==> config.mk <==
export PLATFORM = sky130hd
export DESIGN_NAME = instr_fetch_unit
export DESIGN_NICKNAME = d
export VERILOG_FILES = /design/src/rtl/instr_fetch_unit.sv
export SDC_FILE = /design/constraint.sdc
export NUM_CORES = 2
export LEC_CHECK = 0
export CELL_PAD_IN_SITES_DETAIL_PLACEMENT = 0
export CELL_PAD_IN_SITES_GLOBAL_PLACEMENT = 2
export CORE_ASPECT_RATIO = 1.4
export CORE_MARGIN = 5
export CORE_UTILIZATION = 45
export DETAILED_ROUTE_END_ITERATION = 12
export HOLD_SLACK_MARGIN = 0.12
export PLACE_DENSITY_LB_ADDON = 0.1
export SLEW_MARGIN = 20
export SYNTH_ARGS = -nofsm -noshare
export SYNTH_HDL_FRONTEND = slang
export SYNTH_SLANG_ARGS = --single-unit
export TNS_END_PERCENT = 30
==> constraint.sdc <==
create_clock -name clk -period 4.3 [get_ports clk]
set_input_delay 0.86 -clock clk [delete_from_list [all_inputs] [get_ports clk]]
set_output_delay 0.86 -clock clk [all_outputs]
set_load 0.03 [all_outputs]
==> src/rtl/instr_fetch_unit.sv <==
// -----------------------------------------------------------------------------
// instr_fetch_unit
//
// Program sequencer placed in front of the control unit. It holds a small
// loadable program memory and maintains the program counter. It presents one
// 16-bit instruction at a time together with a valid flag. HALT (4'hF) is
// executed locally. JMP (4'h8) is also executed locally when
// INSTR_FETCH_BRANCH_EN is defined. All other opcodes pass through unchanged.
//
// Compile-time option:
//   INSTR_FETCH_BRANCH_EN  defined     -> JMP loads pc from instruction[ADDR_W-1:0]
//                          not defined -> 4'h8 is an ordinary instruction
//
// Parameters:
//   ADDR_W  program counter / memory address width
//   DEPTH   program memory words; must equal 2**ADDR_W so pc wraps naturally
//
// Ports:
//   clk          in   clock, rising edge
//   rst_n        in   asynchronous active-low reset
//   start        in   begin execution at address 0 (IDLE/HALTED only)
//   stall        in   downstream hold, sampled in ISSUE only
//   prog_we      in   program memory write strobe (IDLE/HALTED only)
//   prog_addr    in   program memory write address
//   prog_data    in   program memory write data
//   instruction  out  instruction to control unit, 16'hF000 when not valid
//   instr_valid  out  instruction is live this cycle
//   pc           out  address of the current or next fetch
//   busy         out  high in FETCH and ISSUE
//   halted       out  high in HALTED
// -----------------------------------------------------------------------------
// state  | meaning
// IDLE   | after reset, waiting for start; program loading allowed
// FETCH  | synchronous memory read at pc into the instruction register
// ISSUE  | instruction presented with instr_valid=1; held while stall
// HALTED | HALT issued, pc points at the HALT word; loading/start allowed
// -----------------------------------------------------------------------------
module instr_fetch_unit #(
    parameter int ADDR_W = 8,
    parameter int DEPTH  = 256
) (
    input  logic              clk,
    input  logic              rst_n,
    input  logic              start,
    input  logic              stall,
    input  logic              prog_we,
    input  logic [ADDR_W-1:0] prog_addr,
    input  logic [15:0]       prog_data,
    output logic [15:0]       instruction,
    output logic              instr_valid,
    output logic [ADDR_W-1:0] pc,
    output logic              busy,
    output logic              halted
);

    typedef enum logic [1:0] {
        IDLE   = 2'd0,
        FETCH  = 2'd1,
        ISSUE  = 2'd2,
        HALTED = 2'd3
    } state_t;

    localparam logic [15:0] NOP_WORD = 16'hF000;
    localparam logic [3:0]  OP_HALT  = 4'b1111;
`ifdef INSTR_FETCH_BRANCH_EN
    localparam logic [3:0]  OP_JMP   = 4'b1000;
`endif

    state_t      state;
    logic [15:0] mem [DEPTH];
    logic        load_ok;

    // Loading is only allowed while the sequencer is not running. This keeps
    // the program stable under an executing fetch.
    assign load_ok = (state == IDLE) || (state == HALTED);

    // The memory has no reset, so the program survives rst_n pulses.
    always_ff @(posedge clk) begin
        if (prog_we && load_ok) begin
            mem[prog_addr] <= prog_data;
        end
    end

    always_ff @(posedge clk or negedge rst_n) begin
        if (!rst_n) begin
            state       <= IDLE;
            instruction <= NOP_WORD;
            instr_valid <= 1'b0;
            pc          <= '0;
            busy        <= 1'b0;
            halted      <= 1'b0;
        end else begin
            case (state)
                IDLE, HALTED: begin
                    if (start) begin
                        pc     <= '0;
                        busy   <= 1'b1;
                        halted <= 1'b0;
                        state  <= FETCH;
                    end
                end

                FETCH: begin
                    // A write issued together with start has already landed,
                    // so the word at address 0 is current here.
                    instruction <= mem[pc];
                    instr_valid <= 1'b1;
                    state       <= ISSUE;
                end

                ISSUE: begin
                    if (!stall) begin
                        instr_valid <= 1'b0;
                        instruction <= NOP_WORD;
                        if (instruction[15:12] == OP_HALT) begin
                            busy   <= 1'b0;
                            halted <= 1'b1;
                            state  <= HALTED;
                        end
`ifdef INSTR_FETCH_BRANCH_EN
                        else if (instruction[15:12] == OP_JMP) begin
                            pc    <= instruction[ADDR_W-1:0];
                            state <= FETCH;
                        end
                        else begin
                            pc    <= pc + 1'b1;
                            state <= FETCH;
                        end
`else
                        else begin
                            pc    <= pc + 1'b1;
                            state <= FETCH;
                        end
`endif
                    end
                end

                default: begin
                    state <= IDLE;
                end
            endcase
        end
    end

endmodule

Word level (Yosys, flattened, before mapping)
Memories as Yosys holds them, arrays and structs flattened.
Cells that the tools add are included.
W data, S select, Z words.
{ "classes": {"addsub": 1, "n_eq_ne": 8, "muxes": 22, "n_reduce_logical": 10} }
{ "op_table": {"columns": ["operator", "count"], "rows": [
  ["$pmux W16 S2", 1],
  ["$mux W8", 3],
  ["$mux W16", 1],
  ["$pmux W8 S2", 1],
  ["$mux W1", 9],
  ["$add A8 B1 Y8 const B", 1],
  ["$ne A2 B2 Y1 const B", 4],
  ["$reduce_and A4 Y1", 2],
  ["$mux W2", 3],
  ["$pmux W1 S2", 3],
  ["$pmux W2 S3", 1],
  ["$eq A2 B2 Y1 const B", 2],
  ["$eq A4 B4 Y1 const B", 1],
  ["$reduce_and A2 Y1", 2],
  ["$reduce_bool A2 Y1", 2],
  ["$eq A2 B1 Y1 const B", 1],
  ["$logic_not A2 Y1", 1],
  ["$reduce_or A2 Y1", 1],
  ["$logic_and A1 B1 Y1", 1],
  ["$logic_or A1 B1 Y1", 1]
]} }
{ "word_totals": {"register_bits": 29, "ram_bits": 4096, "inputBits": 29, "output_inout_bits": 27, "word_cells": 48, "mem_count": 1} }
{ "mem_list": {"columns": ["memory", "words", "word_bits", "rd", "rd_ports_with_merged_regs", "write_ports", "line_no", "text"], "rows": [
  ["mem", 256, 16, 1, 0, 1, "70", "logic [15:0] mem [DEPTH];"]
]} }

Depth between registers and ports, before layout
{ "depth": {"depth_word": 5, "ltp_mapped": 14, "ltp_nobuf": 9} }

Least setup slack after synthesis
OpenSTA, ideal clock, no wires.
{ "synth_timing": {"kind": "in2reg", "start": "input prog_we", "end": "memory mem[112][0], enable pin", "t_arrival_ns": 2.649, "required_ns": 3.912, "slack_ns": 1.263, "cell_stages": 6, "n_path_buf": 3, "path_cell_list": "and2_1 clkbuf_1 clkbuf_1 nand3_1 clkbuf_1 nor2_1"} }
{ "synth_via": {"elab_chain_len": 3} }
{ "synth_rtl": {"columns": ["element", "line_no", "text"], "rows": [
  ["start: declaration", "46", "input logic prog_we,"],
  ["$logic_and A1 B1 Y1", "79", "if (prog_we && load_ok) begin"],
  ["$mux W1", "79", null],
  ["$mux W1 (not written as such)", "80", "mem[prog_addr] <= prog_data;"],
  ["end: declaration", "70", null]
]} }
No other way between the ends.

Worst setup path after layout
{ "layout_timing": {"start": "register pc[2]", "end": "register instruction[10]"} }
{ "layout_via": {"elab_chain_len": 2} }
{ "layout_rtl": {"columns": ["element", "line_no", "text"], "rows": [
  ["start: declaration", "51", "output logic [ADDR_W-1:0] pc,"],
  ["start signal: assignment", "131", "pc <= pc + 1'b1;"],
  ["$mem_v2 Z256 W16", null, null],
  ["$pmux W16 S2", "93", "case (state)"],
  ["end signal: assignment", "106", "instruction <= mem[pc];"],
  ["end: declaration", "49", "output logic [15:0] instruction,"]
]} }
No other way between the ends.
A chain may end at the register's enable or synchronous reset.

==> metrics.yaml <==
gp_congestion: 0.838
drive_above_1_share_pct: 29.3
grt-busiest-layer: "met2"
syn_area_sq_um: 159000
floorplan.initialDensity_pct: 45.2
stdcell_count: 13000
fmaxAchievable_ghz: 0.233
nets: 8055
io_buffers: 55
p_total_w: 0.0979
cp_top_family: "compound AO/OA/AOI/OAI gates"
ys_warn_count: 0
dpl_worst_slack_ns: -0.399
pwr-share-clk_pct: 35.2
outcome: "complete, no violations"
required_ns: 5.08
drt-wirelength-per-cell_um: 37.6
insertion_delay_ns: 0.95
ir_drop_v: 0.000387
dp_cells: 12300
met2_usage_pct: 44.9
finalMaxSlewViolations: 0
combinationalPowerShare_pct: 19.1
rsz0062_at_grt: "no"
yosysUniqueCellTypes: 76
setup_ws_ns: 0.00615
drt-total-wl_um: 490000
grt.overflow.total: 0
grt_max_degree: 113
arrival_ns: 5.07
finalHoldViolations: 0
ant_nets: 0
hold_path_class: "primary input to register"
layout_common_cells: "edfxtp_1 (4096), mux4_2 (909), buf_4 (649)"
synth_edf_count: 4096
ys_seq_area_share_pct: 77.7
syn_to_final_growth_pct: 14.9
cp_slowest_cell: "dfrtp_4"
ys.flop_type: "edfxtp_1"
hpwl_um: 309000
crit_path_start_kind: "register"
final_common_cell: "edfxtp_1"
cts_root_buf: "clkbuf_16"
worst-path-buf-inv: 2
fin_crit_sh_pct: 99.9
drt_pass1_iterations: 5
cts-htree-levels: 5
finalClockSkew_ns: 0.0561
slowest_delay_ns: 0.78
gr-usage-met3_pct: 3.81
vias: 79400
dieArea_sq_um: 366000
p_int_w: 0.0715
io_pins: 56
grt_pass1_wl_um: 672000
pwr-share-seq_pct: 45.7
setup-tns-final_ns: 0
vias_per_cell: 6.09
ys_seq_elements: 4125
cts_max_path_buffers: 4
path_cells: "and2_4, buf_4, buf_4, a221oi_1, a221oi_1, o21ai_0, nor3_2, o22ai_1"
coreArea_sq_um: 353000
drt_iter0_markers: 9391
avgSynthCellArea_sq_um: 22.0
worst_slew_pin_slew_ns: 1.23
use_met1_pct: 35.8
async_flop_share_pct: 0.703
cts_tree: "yes"
grt_antenna_before_repair: 41
rows: 258
crit_type: "register to register"
min_period_ns: 4.29
netlist_instances: 7252
setup_viol: 0
crit_fanout: 22
final_core_util_pct: 51.9
die-height_um: 714
cap_violations: 0
dieWidth_um: 513
drc_errors: 0
cts_num_sinks: 4125
numCtsBuffers: 398
power_switching_w: 0.0264
swShare_pct: 27.0
relSlewSlack_pct: 17.7
power.density_nw_per_um2: 535
cp-end-kind: "register"
clk_pin_slew_ns: 0.07
grtUsageTotal_pct: 26.5
syn_nets: 7285
grt_pass1_vias: 80100
p_leak_nw: 57.2
metrics by stage:
| stage | cell area [sq um] | hold WS, ns |
|---|---|---|
| floorplan | 159000 | 0.491 |
| global placement | 170000 | 0.522 |
| detailed placement | 170000 | 0.525 |
| CTS | 183000 | 0.320 |
| global route | 183000 | 0.347 |
| finish | 183000 | 0.346 |
what timing repair did:
action	4_1_cts	5_1_grt
resized for setup	2	2
setup buffers	5	0
setup endpoints to repair	3	2
endpoints found under the hold margin	25	0
hold buffers	1	0
cells in the mapped netlist, drive strengths merged, types with 5 or more instances:
master   number  area (sq um)
o221ai       39           342
o2111ai      12           105
o21ai        80           400
nand2b        6          37.5
nor2b        21           131
a22o         19           166
clkbuf      173           649
o31ai        11          82.6
nor2        327          1230
a21oi       120           601
and2          5          31.3
nand3        50           250
a22oi       126           951
a211oi       23           178
nor3         36           180
mux2i       432          4320
inv          12          45.0
nand4        17           106
o22ai        69           432
buf         257          2120
nand2       185           694
a2111oi      12           113
mux4        926         20900
o211ai       16           120
dfrtp        25           626
edfxtp     4096        123000
o32ai         5          43.8
a31oi        16           100
a221oi       68           608
power groups by stage:
stage          clock (W)  sequential [W]  combinational (W)
4_1_cts           0.0351          0.0447             0.0190
3_3_place_gp           0          0.0456             0.0187
3_5_place_dp           0          0.0456             0.0188
2_1_floorplan          0          0.0455             0.0109
6_report          0.0345          0.0447             0.0187
5_1_grt           0.0367          0.0447             0.0195
flip-flops by register name (all words and copies together) (netlist names):
register,count
pc,8
state,2
instruction,16
busy,1
instr_valid,1
mem,4096
halted,1
per-layer routing:
metal | part of all wire, % | vias to the layer above
met3 | 6.0 | 618
met1 | 40 | 43800
met2 | 51 | 2807
li1 | - | 32200
met4 | 3.4 | 8
met5 | 0.0094 | -
cell families after synthesis:
kind of cell               share of synthesized area [%]
adders and majority gates                         0.0314
buffers and inverters                               1.77
AOI/OAI and AO/OA                                   2.86
muxes                                               15.9
xor gates and xnor gates                          0.0275
DFF                                                 77.7
and+or+nand+nor                                     1.75
final timing paths:
kind                                   end  slack, ns  cells past startpoint    startpoint
max in group asynchronous            pc[0]       2.69                      2         rst_n
setup / recovery           instruction[10]      0.006                      8         pc[2]
hold / removal                  mem[18][9]       0.35                      1  prog_data[9]
hold reg to reg                   state[1]       0.54                      1      state[1]
min in group asynchronous   instruction[8]       0.79                      2         rst_n
setup reg to reg           instruction[10]      0.006                      8         pc[2]
final cells by class:
cell class,instances,area [sq um]
antenna,12,30.0
clock buffer,490,10500
clock inverter,236,2090
fill,27800,170000
inverter,13,56.3
multi-input combinational,2684,33300
sequential,4125,124000
tap,4680,5860
timing repair buffer,800,7410
Note: power is estimated with default switching activity, not from simulation.
